$ cat src/rtl/mips32_insn_loader.sv
// Encodes symbolic MIPS32 instructions (ADD..J) and writes them sequentially
// into instruction memory through a single write port.
module mips32_insn_loader #(
  parameter int ADDR_W    = 10,
  parameter int BASE_ADDR = 0,
  parameter int DEPTH     = 1024
) (
  input  logic              clk,
  input  logic              rst,
  input  logic              start,
  input  logic              inValid,
  output logic              inReady,
  input  logic [3:0]        inOp,
  input  logic [4:0]        inRs,
  input  logic [4:0]        inRt,
  input  logic [4:0]        inRd,
  input  logic [15:0]       inImm,
  input  logic [25:0]       inTarget,
  input  logic              finish,
  output logic              memWrite,
  output logic [ADDR_W-1:0] memAddr,
  output logic [31:0]       memWData,
  output logic [ADDR_W:0]   count,
  output logic              busy,
  output logic              done,
  output logic              full,
  output logic              invOp
);

  typedef enum logic [1:0] {IDLE, LOAD, WRITE, DONE} state_t;

  state_t            state;
  logic              finLatched;
  logic              opValid;
  logic              accept;
  logic [31:0]       encWord;
  logic [ADDR_W:0]   countNext;

  assign inReady   = (state == LOAD) && !full;
  assign accept    = inValid && inReady;
  assign countNext = count + (ADDR_W+1)'(1);

  always_comb begin
    encWord = '0;
    opValid = 1'b1;
    case (inOp)
      4'd0:    encWord = {6'h00, inRs, inRt, inRd, 5'd0, 6'h20};
      4'd1:    encWord = {6'h00, inRs, inRt, inRd, 5'd0, 6'h22};
      4'd2:    encWord = {6'h00, inRs, inRt, inRd, 5'd0, 6'h24};
      4'd3:    encWord = {6'h00, inRs, inRt, inRd, 5'd0, 6'h25};
      4'd4:    encWord = {6'h00, inRs, inRt, inRd, 5'd0, 6'h2A};
      4'd5:    encWord = {6'h23, inRs, inRt, inImm};
      4'd6:    encWord = {6'h2B, inRs, inRt, inImm};
      4'd7:    encWord = {6'h04, inRs, inRt, inImm};
      4'd8:    encWord = {6'h05, inRs, inRt, inImm};
      4'd9:    encWord = {6'h02, inTarget};
      default: opValid = 1'b0;
    endcase
  end

  always_ff @(posedge clk or posedge rst) begin
    if (rst) begin
      state      <= IDLE;
      finLatched <= 1'b0;
      memWrite   <= 1'b0;
      memAddr    <= '0;
      memWData   <= '0;
      count      <= '0;
      busy       <= 1'b0;
      done       <= 1'b0;
      full       <= 1'b0;
      invOp      <= 1'b0;
    end else if (start) begin
      // restart drops any in-flight write; memAddr/memWData keep last values
      state      <= LOAD;
      finLatched <= 1'b0;
      memWrite   <= 1'b0;
      count      <= '0;
      busy       <= 1'b1;
      done       <= 1'b0;
      full       <= 1'b0;
      invOp      <= 1'b0;
    end else begin
      case (state)
        LOAD: begin
          if (accept && opValid) begin
            memWData   <= encWord;
            memAddr    <= ADDR_W'(BASE_ADDR) + count[ADDR_W-1:0];
            memWrite   <= 1'b1;
            finLatched <= finish;
            state      <= WRITE;
          end else begin
            if (accept) invOp <= 1'b1;
            if (finish) begin
              state <= DONE;
              busy  <= 1'b0;
              done  <= 1'b1;
            end
          end
        end
        WRITE: begin
          memWrite <= 1'b0;
          count    <= countNext;
          full     <= (countNext == (ADDR_W+1)'(DEPTH));
          if (finLatched || finish) begin
            state <= DONE;
            busy  <= 1'b0;
            done  <= 1'b1;
          end else begin
            state <= LOAD;
          end
        end
        default: ;
      endcase
    end
  end

endmodule

$ cat config.mk
export PLATFORM = sky130hd
export DESIGN_NAME = mips32_insn_loader
export DESIGN_NICKNAME = d
export VERILOG_FILES = /design/src/rtl/mips32_insn_loader.sv
export SDC_FILE = /design/constraint.sdc
export NUM_CORES = 1
export LEC_CHECK = 0
export BUFFER_PORTS_ARGS = -buffer_cell sky130_fd_sc_hd__buf_4
export CORE_MARGIN = 8
export CORE_UTILIZATION = 40
export CTS_BUF_LIST = sky130_fd_sc_hd__clkbuf_16
export DETAILED_ROUTE_END_ITERATION = 7
export GPL_TIMING_DRIVEN = 0
export PLACE_DENSITY = 0.66
export SETUP_SLACK_MARGIN = 0.15
export SLEW_MARGIN = 0
export SYNTH_ARGS = -nofsm -noshare
export SYNTH_HDL_FRONTEND = slang
export SYNTH_SLANG_ARGS = --single-unit
$ cat constraint.sdc
create_clock -name clk -period 4.8 [get_ports clk]
set_input_delay 0.48 -clock clk [delete_from_list [all_inputs] [get_ports clk]]
set_output_delay 0.48 -clock clk [all_outputs]
set_load 0.01 [all_outputs]
**Word level (Yosys, flattened, before mapping)**

Index checks and enable logic that the tools add are counted.

- Register bits: 61
- Output and inout port bits: 59
- Logic and storage cells: 79

- $add $sub $neg: 1
- Eq/ne operators: 18
- Muxes and demuxes: 31
- Bitwise operators: 1
- Reduce and logical (&&, ||, !) cells: 18

Operators by type and width:

| kind | number |
|---|---|
| $pmux W32 S10 | 1 |
| $mux W11 | 2 |
| $mux W1 | 20 |
| $eq A4 B3 Y1 const B | 4 |
| $add A11 B1 Y11 const B | 1 |
| $eq A11 B11 Y1 const B | 1 |
| $reduce_or A10 Y1 | 1 |
| $ne A3 B3 Y1 const B | 3 |
| $eq A4 B2 Y1 const B | 2 |
| $eq A4 B4 Y1 const B | 2 |
| $mux W2 | 4 |
| $reduce_bool A2 Y1 | 4 |
| $pmux W1 S2 | 3 |
| $reduce_and A2 Y1 | 3 |
| $reduce_and A3 Y1 | 2 |
| $eq A4 B1 Y1 const B | 1 |
| $logic_not A4 Y1 | 1 |
| $ne A4 B3 Y1 const B | 1 |
| $pmux W2 S2 | 1 |
| $reduce_and A4 Y1 | 1 |
| $logic_and A1 B1 Y1 | 3 |
| $ne A3 B2 Y1 const B | 1 |
| $reduce_bool A3 Y1 | 1 |
| $eq A2 B1 Y1 const B | 1 |
| 5 further kinds | 5 |

**Depth between registers and ports, before layout**

Gate-level depths: netlist (run 1).

- Word-level depth: 7
- Mapped depth: 6
- Depth with buffers taken out: 5

**Worst setup path after synthesis (run 1)**

No wires, ideal clock.

- Path type: input-to-reg
- Start point: input port inOp[1]
- End point: register memWData[2]
- Setup time: 119 ps
- Arrival: 1,514 ps
- Required time: 4,681 ps
- Path slack: 3,168 ps
- Stages on the path: 5
- Path buffers: 1
- Cells stage by stage: buf_2 > o21a_1 > nor3b_4 > o221ai_1 > o21a_1

- Longest elaborated chain between the ends: 5

RTL lines:

| what | line | text |
|---|---|---|
| from (decl) | 13 | `input logic [3:0] inOp,` |
| $eq A4 B4 Y1 (tied with other cells) | 46 | `case (inOp)` |
| $reduce_or A10 Y1 (no line) | - |  |
| $mux W1 | 46 |  |
| $logic_and A1 B1 Y1 | 86 | `if (accept && opValid) begin` |
| $reduce_and A3 Y1 (no line) | - |  |
| to (signal assigned) | 87 | `memWData <= encWord;` |
| to (decl) | 22 | `output logic [31:0] memWData,` |

Several ways; a longest one is shown, not always the timed one.
A chain may end at the register's enable or synchronous reset.

**Worst setup path after layout (run 1)**

- Start point: register state[1]
- End point: register memWData[2]

- Longest elaborated chain between the ends: 5

RTL lines:

| what | line | text |
|---|---|---|
| from (decl) | 32 | `state_t state;` |
| from (signal assigned) | 63 | `state <= IDLE;` |
| from (signal assigned) | 75 | `state <= LOAD;` |
| from (signal assigned) | 91 | `state <= WRITE;` |
| $eq A2 B1 Y1 (*) | 39, 84 |  |
| $logic_and A1 B1 Y1 | 39 | `assign inReady = (state == LOAD) && !full;` |
| $logic_and A1 B1 Y1 | 40 | `assign accept = inValid && inReady;` |
| $logic_and A1 B1 Y1 | 86 |  |
| $reduce_and A3 Y1 (no line) (*) | - |  |

Mark *: on every way between the ends. The rest lies on a longest branch, timed or not.

==> results.txt, run 1 <==
----------------------------------------------------
[Power and ir drop]
  Pwr per Cell Area ... 357 mW/mm²
  Gate power share ... 23.1%
  Total net switching power ... 0.445 mW
  Max rail drop VDD ... 0.000225 V
  Power share of the sequential group ... 39.9%
  Clock share of power ... 36.9%
  Leakage power total ... 2.11 nW
  Proportion of total power due to net switching ... 28.6%
  Int Power ... 1.11 mW

[STA]
  Actual transition at the worst max-transition pin ... 0.811 ns
  Clock skew after layout ... 0.00469 ns
  Total negative slack ... 0 ns
  Slew Viols, Final ... 0
  Peak clock frequency supported by timing ... 0.527 GHz
  Setup repair after global routing missed its margin ... no
  Endpoints failing setup ... 0
  Max-slew headroom ... 45.6%
  Fin. Hold Viols ... 0
  Share of the cycle needed by the critical path after routing ... 39.5%
  Clock period minus final worst setup slack ... 1.90 ns

[Routing]
  Count of antenna-violating nets left after detailed routing ... 0
  Number of DRC violations after detailed routing ... 0
  Vias per cell ... 5.18
  Detailed-route wire length ... 9540 µm
  DR pass1 iterations ... 4
  DR WL/cell ... 17.0 µm
  DRC marker count from the first detailed-route iteration ... 108
  Detailed-route via count ... 2903

[Floorplanning]
  Count of standard-cell rows ... 31
  Number of placed I/O pins ... 125
  Die Height ... 103 µm
  Chip Width ... 103 µm
  Initial cell density of the core ... 41.5%
  Placeable core region ... 0.00729 mm²
  Die Outline Area ... 0.0106 mm²

[Worst setup path]
  Crit-path cells ... and4bb_4 -> nor3b_4 -> o221ai_1 -> o21a_1
  Startpoint-to-endpoint class of the critical path ... reg -> reg
  Required time at the endpoint of the critical path ... 5.01 ns
  Highest net fanout along the worst path ... 10
  Arrival time at the worst endpoint ... 2.11 ns
  Critical-path cell with the highest stage delay ... sky130_fd_sc_hd__nor3b_4
  Element type at the critical path end ... flop
  Largest stage delay on the critical path ... 0.53 ns
  FF-to-FF path depth ... 4
  Type of element launching the critical path ... flop

[Yosys]
  Post-Synthesis Cell Area ... 0.00302 mm²
  Post-synthesis sequential element count ... 60
  Primary flip-flop cell chosen by synthesis mapping ... sky130_fd_sc_hd__dfrtp_1
  Share of async-settable or async-resettable flops after synthesis ... 100%
  Warnings from Yosys ... 0
  Sequential cell area fraction in the yosys report ... 49.6%
  Number of enable-type register cells in the synthesized netlist ... 0
  Yosys cell types ... 52
  Synthesized net count ... 389
  Syn avg cell area ... 9.42 µm²
  Instance count of the mapped netlist ... 321

[Global route]
  Antenna violations before repair ... 0
  Global-route wire length before repair ... 14700 µm
  M3 GR Usage ... 5.20%
  Peak-usage layer in the global routing report ... met2
  Pin count of the biggest net entering global routing ... 35
  Global Route Usage Sum ... 18.0%
  Met2 layer usage reported by global route ... 29.3%
  M1 GR Usage ... 22.7%
  Vias in the first global route ... 2867
  Total gr overflow ... 0

[Clock network]
  Worst-skew pair later-pin latency ... 0.32 ns
  CTS Buffer Depth ... 2
  TritonCTS sink count ... 60
  Total setup buffers inserted after CTS ... 0
  Clock root buffer ... sky130_fd_sc_hd__clkbuf_16
  CTS tree ... yes
  Post-CTS Hold Buffers ... 0
  H-tree levels ... 3
  Clock-pin slew reported for the worst setup and hold paths after clock tree synthesis ... 0.05 ns
  Total of cells resized after clock tree synthesis ... 0
  Num CTS Buffers ... 9

[Run]
  MaxCap Viol Count ... 0

[Hold path]
  Path class of the lowest-slack min-delay path ... in -> async

[Finish]
  Final Non-Filler Cells ... 560
  Antenna diodes ... 0
  Syn-to-layout area delta ... 44.2%
  Layout net count ... 524
  Share of layout cells above drive strength 1 ... 36.4%

[Placed design]
  Sum of net half-perimeters after detailed placement ... 7200 µm
  Final GP Congestion ... 0.793
  Placed instance count ... 544
  Count of buffers from port buffering ... 123

[Outcome]
  Outcome ... complete, no violations

----------------------------------------------------
## power groups by stage
stage	Combinational, mW	Clock, mW	Sequential [mW]
global route	0.393	0.617	0.633
finish	0.360	0.575	0.622
global placement	0.361	0	0.628
detailed placement	0.366	0	0.631
floorplan	0.124	0	0.663
CTS	0.367	0.593	0.622
## cells by family after synthesis
kind of cell | share of synthesized area [%]
AO/OA/AOI/OAI | 17.1
XOR/XNOR | 3.19
adder cells (fa/ha/maj) | 0.827
buffers and inverters | 5.30
flip-flops | 49.6
multiplexers | 1.12
other | 0.124
AND/OR/NAND/NOR | 22.7
## synthesized netlist by cell type, drive strengths merged (2+ instances only)
cell type | number | area (µm²)
a211o | 4 | 35.0
a21oi | 10 | 50.1
a221oi | 18 | 158
a222oi | 5 | 50.1
a31oi | 4 | 25.0
buf | 15 | 103
clkbuf | 9 | 35.0
dfrtp | 60 | 1500
ha | 2 | 25.0
inv | 6 | 22.5
mux2 | 3 | 33.8
nand2 | 51 | 191
nand2b | 2 | 12.5
nand3 | 4 | 20.0
nand3b | 4 | 33.8
nand4 | 4 | 25.0
nor2 | 54 | 203
nor2b | 2 | 12.5
nor3 | 5 | 25.0
nor3b | 4 | 41.3
nor4 | 6 | 37.5
o211ai | 2 | 15.0
o21a | 4 | 30.0
o21ai | 13 | 68.8
o41ai | 2 | 25.0
or4b | 2 | 23.8
xnor2 | 6 | 52.6
xor2 | 5 | 43.8
## path summary, 6_finish.rpt
kind / startpoint / to / slack, ns
max: state[1]$_DFFE_PP0P_ / memWData[2]$_DFFE_PP0P_ / 2.90
min: rst / memWData[21]$_DFFE_PP0P_ / 0.23
max reg2reg: state[1]$_DFFE_PP0P_ / memWData[2]$_DFFE_PP0P_ / 2.90
min reg2reg: memAddr[5]$_DFFE_PP0P_ / memAddr[5]$_DFFE_PP0P_ / 0.47
max in group asynchronous: rst / memWData[29]$_DFFE_PP0P_ / 3.98
min in group clk: inRs[4] / memWData[25]$_DFFE_PP0P_ / 0.42
## cell usage in the layout (no fill, tap or decap), types with 5 or more instances in the layout
cell type,synthesis,final
sky130_fd_sc_hd__xnor2_1,6,6
sky130_fd_sc_hd__buf_4,1,124
sky130_fd_sc_hd__o21ai_0,7,7
sky130_fd_sc_hd__buf_2,10,10
sky130_fd_sc_hd__o21ai_1,5,5
sky130_fd_sc_hd__xor2_1,5,5
sky130_fd_sc_hd__dfrtp_1,60,60
sky130_fd_sc_hd__clkbuf_16,0,9
sky130_fd_sc_hd__nor2_1,54,54
sky130_fd_sc_hd__inv_1,6,5
sky130_fd_sc_hd__nor3_1,5,5
sky130_fd_sc_hd__a21oi_1,10,10
sky130_fd_sc_hd__a222oi_1,5,5
sky130_fd_sc_hd__nor4_1,6,6
sky130_fd_sc_hd__nand2_1,51,51
sky130_fd_sc_hd__clkbuf_1,8,8
sky130_fd_sc_hd__a221oi_1,18,18
## sequential cells by signal (all words and copies together) (netlist names), 2 cells and up
signal / count
memWData: 31
count: 11
memAddr: 10
state: 2
## per-stage QoR
| stage | area (µm²) | worst slack (ns) | util, % | hold slack, ns | power (mW) |
|---|---|---|---|---|---|
| floorplan | 3020 | 2.84 | - | 0.502 | 0.786 |
| CTS | 4360 | 2.91 | 59.8 | 0.247 | 1.58 |
| finish | 4360 | 2.90 | 59.8 | 0.232 | 1.56 |
| detailed placement | 4090 | 2.68 | 56.1 | 0.464 | 0.997 |
| global placement | 4070 | 2.03 | 55.8 | 0.463 | 0.988 |
| global route | 4360 | 2.78 | 59.8 | 0.271 | 1.64 |
## worst max-delay path: cells and delay by family (launching register included)
family | cells | cell delay (ns)
flops | 1 | 0.46
simple gates | 2 | 0.92
compound gates | 2 | 0.40
## final cells by class
| class | count | area, µm² |
|---|---|---|
| Fill cell | 659 | 2930 |
| Timing Repair Buffer | 124 | 943 |
| Clock buffer | 9 | 225 |
| Sequential cell | 60 | 1500 |
| Inverter | 6 | 22.5 |
| Clock inverter | 7 | 43.8 |
| Multi-Input combinational cell | 231 | 1360 |
| Buffer | 24 | 138 |
| Tap cell | 99 | 124 |
## per-layer routing
metal  part of all wire, %  wire, µm
met1                    44      4220
met2                    48      4550
met3                   7.3       697
met4                  0.64        61
met5                     0         0
No activity file was read; power rests on OpenSTA's default activity.
==> run 2, diff against run 1 <==
- PLACE_DENSITY: 0.66 -> 0.69
- clock period: 4.8 -> 1.6 ns (I/O delays scaled with it)
==> run 2 against run 1 <==
Effect of this change:
- the flow now finishes with violations (setup timing)
- total power rose to 3.2 times the previous value
- worst setup slack got worse by 2.9 ns
- critical endpoint is now full$_DFFE_PP0N_
- via count rose by 6.2%
- non-clock buffer count increased by 27
- sequential share of layout area shrank 5.2 points
- count of clock-buffer cells in the layout stayed put
- critical path depth unchanged
- final cell count is 4.8% higher
- routed wire length grew 9.3%
- maximum frequency increased by 16%
==> results.txt, run 2 (synthesis results as in run 1) <==
----------------------------------------------------
[STA]
  Actual transition at the worst max-transition pin ... 0.784 ns (was 0.811 ns)
  Slew Viols, Final ... 0 (unchanged)
  Setup slack after layout ... -0.0361 ns (was 2.90 ns)
  Endpoints failing setup ... 1 (was 0)
  Peak clock frequency supported by timing ... 0.611 GHz (was 0.527 GHz)
  Share of the cycle needed by the critical path after routing ... 102% (was 39.5%)
  Clock skew after layout ... 0.00664 ns (was 0.00469 ns)
  Hold slack ... 0.0741 ns (was 0.232 ns)
  Max-slew headroom ... 47.7% (was 45.6%)
  Clock period minus final worst setup slack ... 1.64 ns (was 1.90 ns)
  Setup repair after global routing missed its margin ... yes (was no)
  Fin. Hold Viols ... 0 (unchanged)

[Finish]
  Most common library cell in the layout ignoring fill and taps ... sky130_fd_sc_hd__buf_4 (unchanged)
  Syn-to-layout area delta ... 71.0% (was 44.2%)
  Registers with the most flip-flops ... memWData: 31 flops, count: 11 flops, memAddr: 10 flops (unchanged)
  Most frequent cells in the layout ... sky130_fd_sc_hd__buf_4, sky130_fd_sc_hd__dfrtp_1, sky130_fd_sc_hd__nor2_1, sky130_fd_sc_hd__nand2_1, sky130_fd_sc_hd__a221oi_2 (was sky130_fd_sc_hd__buf_4, sky130_fd_sc_hd__dfrtp_1, sky130_fd_sc_hd__nor2_1, sky130_fd_sc_hd__nand2_1, sky130_fd_sc_hd__a221oi_1)
  Largest register FFs ... 31 (unchanged)
  Post-layout utilization of the core ... 70.9% (was 59.8%)
  Antenna diodes ... 0 (unchanged)
  Top register by number of flip-flops ... memWData (unchanged)
  Register area ... 0.00151 mm² (was 0.00150 mm²)
  Layout net count ... 551 (was 524)
  Share of layout cells above drive strength 1 ... 55.5% (was 36.4%)
  Multi-input gate area ... 0.00178 mm² (was 0.00136 mm²)
  Fillers ... 549 (was 659)

[Placed design]
  Final GP Congestion ... 0.844 (was 0.793)
  Sum of net half-perimeters after detailed placement ... 7040 µm (was 7200 µm)
  Count of buffers from port buffering ... 123 (unchanged)

[Clock network]
  Clock root buffer ... sky130_fd_sc_hd__clkbuf_16 (unchanged)
  CTS tree ... yes (unchanged)
  TritonCTS sink count ... 60 (unchanged)
  CTS Buffer Depth ... 2 (unchanged)
  H-tree levels ... 3 (unchanged)
  Num CTS Buffers ... 9 (unchanged)
  Clock-pin slew reported for the worst setup and hold paths after clock tree synthesis ... 0.05 ns (about the same)
  Worst-skew pair later-pin latency ... 0.32 ns (about the same)

[Run]
  MaxCap Viol Count ... 0 (unchanged)

[Floorplanning]
  Placeable core region ... 0.00729 mm² (unchanged)
  Number of placed I/O pins ... 125 (unchanged)
  Chip Width ... 103 µm (unchanged)
  Count of standard-cell rows ... 31 (unchanged)
  Initial cell density of the core ... 41.5% (unchanged)
  Die Outline Area ... 0.0106 mm² (unchanged)
  Die Height ... 103 µm (unchanged)

[Routing]
  Wire length on met2 ... 5550 µm (was 4550 µm)
  Highest layer used for signal routing ... met4 (unchanged)
  Detailed-route wire length ... 10400 µm (was 9540 µm)
  DR WL/cell ... 17.7 µm (was 17.0 µm)
  DRC marker count from the first detailed-route iteration ... 154 (was 108)
  Count of antenna-violating nets left after detailed routing ... 0 (unchanged)
  Vias per cell ... 5.25 (was 5.18)
  DR pass1 iterations ... 4 (unchanged)
  Number of DRC violations after detailed routing ... 0 (unchanged)
  Post-route met1 wirelength ... 4130 µm (was 4220 µm)
  Detailed-route via count ... 3083 (was 2903)
  Detailed-routed wire length on met3 ... 611 µm (was 697 µm)

[Global route]
  Vias in the first global route ... 3086 (was 2867)
  Global Route Usage Sum ... 19.0% (was 18.0%)
  Antenna violations before repair ... 0 (unchanged)
  Pin count of the biggest net entering global routing ... 61 (was 35)
  Total gr overflow ... 0 (unchanged)
  Global-route wire length before repair ... 15600 µm (was 14700 µm)

[Outcome]
  Failing checks ... setup timing
  Outcome ... finished, violations left (was complete, no violations)

[Power and ir drop]
  Pwr per Cell Area ... 952 mW/mm² (was 357 mW/mm²)
  Max rail drop VDD ... 0.000622 V (was 0.000225 V)
  Leakage power total ... 2.47 nW (was 2.11 nW)

[Worst setup path]
  Required time at the endpoint of the critical path ... 1.81 ns (was 5.01 ns)
  Startpoint-to-endpoint class of the critical path ... reg -> reg (unchanged)
  Largest delay share family, worst path ... simple AND/OR/NAND/NOR gates (unchanged)
  Type of element launching the critical path ... flop (unchanged)
  Element type at the critical path end ... flop (unchanged)
  Arrival time at the worst endpoint ... 1.84 ns (was 2.11 ns)
  Critical-path cell with the highest stage delay ... sky130_fd_sc_hd__or4b_4 (was sky130_fd_sc_hd__nor3b_4)
  CP Buf/Inv Count ... 0 (unchanged)
  Largest stage delay on the critical path ... 0.55 ns (was 0.53 ns)
  Crit-path cells ... or4b_4 -> a311oi_2 -> nor3_1 -> o41ai_2 (was and4bb_4 -> nor3b_4 -> o221ai_1 -> o21a_1)
  Highest net fanout along the worst path ... 2 (was 10)

[Hold path]
  Path class of the lowest-slack min-delay path ... in -> reg (was in -> async)

----------------------------------------------------
-- run 2: changes by cell type in the layout (fill, tap and decap cells not counted), moves of 5 or more --
cell and delta:
sky130_fd_sc_hd__clkbuf_1 -6, sky130_fd_sc_hd__buf_8 +5, sky130_fd_sc_hd__buf_4 +14, sky130_fd_sc_hd__nand2_2 +10, sky130_fd_sc_hd__buf_6 +7, sky130_fd_sc_hd__nor2_2 +7
sky130_fd_sc_hd__nor2_1 -11, sky130_fd_sc_hd__a221oi_1 -16, sky130_fd_sc_hd__dfrtp_1 -8, sky130_fd_sc_hd__nand2_1 -18, sky130_fd_sc_hd__a221oi_2 +12, sky130_fd_sc_hd__dfrtp_2 +8
sky130_fd_sc_hd__o21ai_2 +6, sky130_fd_sc_hd__nand2_4 +8
-- run 2: tightest hold or removal path: cells and delay by family --
family / cells / cell delay (ns)
buffers and inverters: 1 / 0.08
and+or+nand+nor: 1 / 0.07
AOI/OAI and AO/OA: 1 / 0.04
-- run 2: routing by layer --
layer	vias up	GRT usage, %
met4	0	7.12
met3	10	4.19
met5	-	0
met1	1498	23.7
met2	98	31.6
li1	1477	-
-- run 2: final timing paths --
kind	from	endpoint	slack (ns)	cells after the start
min in group asynchronous	rst	memAddr[4]$_DFFE_PP0P_	0.40	3
worst max-delay path	count[8]$_DFFE_PP0N_	full$_DFFE_PP0N_	-0.04	4
worst max register to register	count[8]$_DFFE_PP0N_	full$_DFFE_PP0N_	-0.04	4
worst min register to register	memAddr[5]$_DFFE_PP0P_	memAddr[5]$_DFFE_PP0P_	0.47	2
worst min-delay path	inTarget[24]	memWData[24]$_DFFE_PP0P_	0.07	3
max in group asynchronous	rst	state[1]$_DFFE_PP0P_	0.62	4
-- run 2: stage by stage --
step / instances / TNS (ns) / setup WS (ns) / cell area [µm²] / power [mW]
floorplan: 321 / 0 / 0.00413 / 3040 / 2.35
global placement: 543 / -6.50 / -0.259 / 4090 / 2.95
detailed placement: 543 / -7.33 / -0.322 / 4090 / 2.97
CTS: 580 / -0.0165 / -0.0165 / 4910 / 4.86
global route: 587 / -0.347 / -0.0871 / 5170 / 5.14
finish: 587 / -0.0361 / -0.0361 / 5170 / 4.92
-- run 2: cell type report --
class / count / area share [%]
Tap cell: 99 / 2.40
Multi-Input combinational cell: 231 / 34.5
Clock inverter: 7 / 0.702
Sequential cell: 60 / 29.2
Buffer: 24 / 4.40
Inverter: 6 / 0.508
Timing Repair Buffer: 151 / 23.9
Clock buffer: 9 / 4.36
-- run 2: timing repair --
action	in CTS	in global routing
setup buffers	18	5
hold buffers	0	1
gates cloned	3	0
pin swaps	29	13
resized for setup	88	47
endpoints found under the hold margin	0	18
setup endpoints to repair	49	53
-- run 2: power by group --
| part | internal, mW | switching, mW |
|---|---|---|
| Combinational | 0.707 | 0.618 |
| Clock | 1.02 | 0.659 |
| Sequential | 1.74 | 0.169 |
| Total | 3.47 | 1.45 |
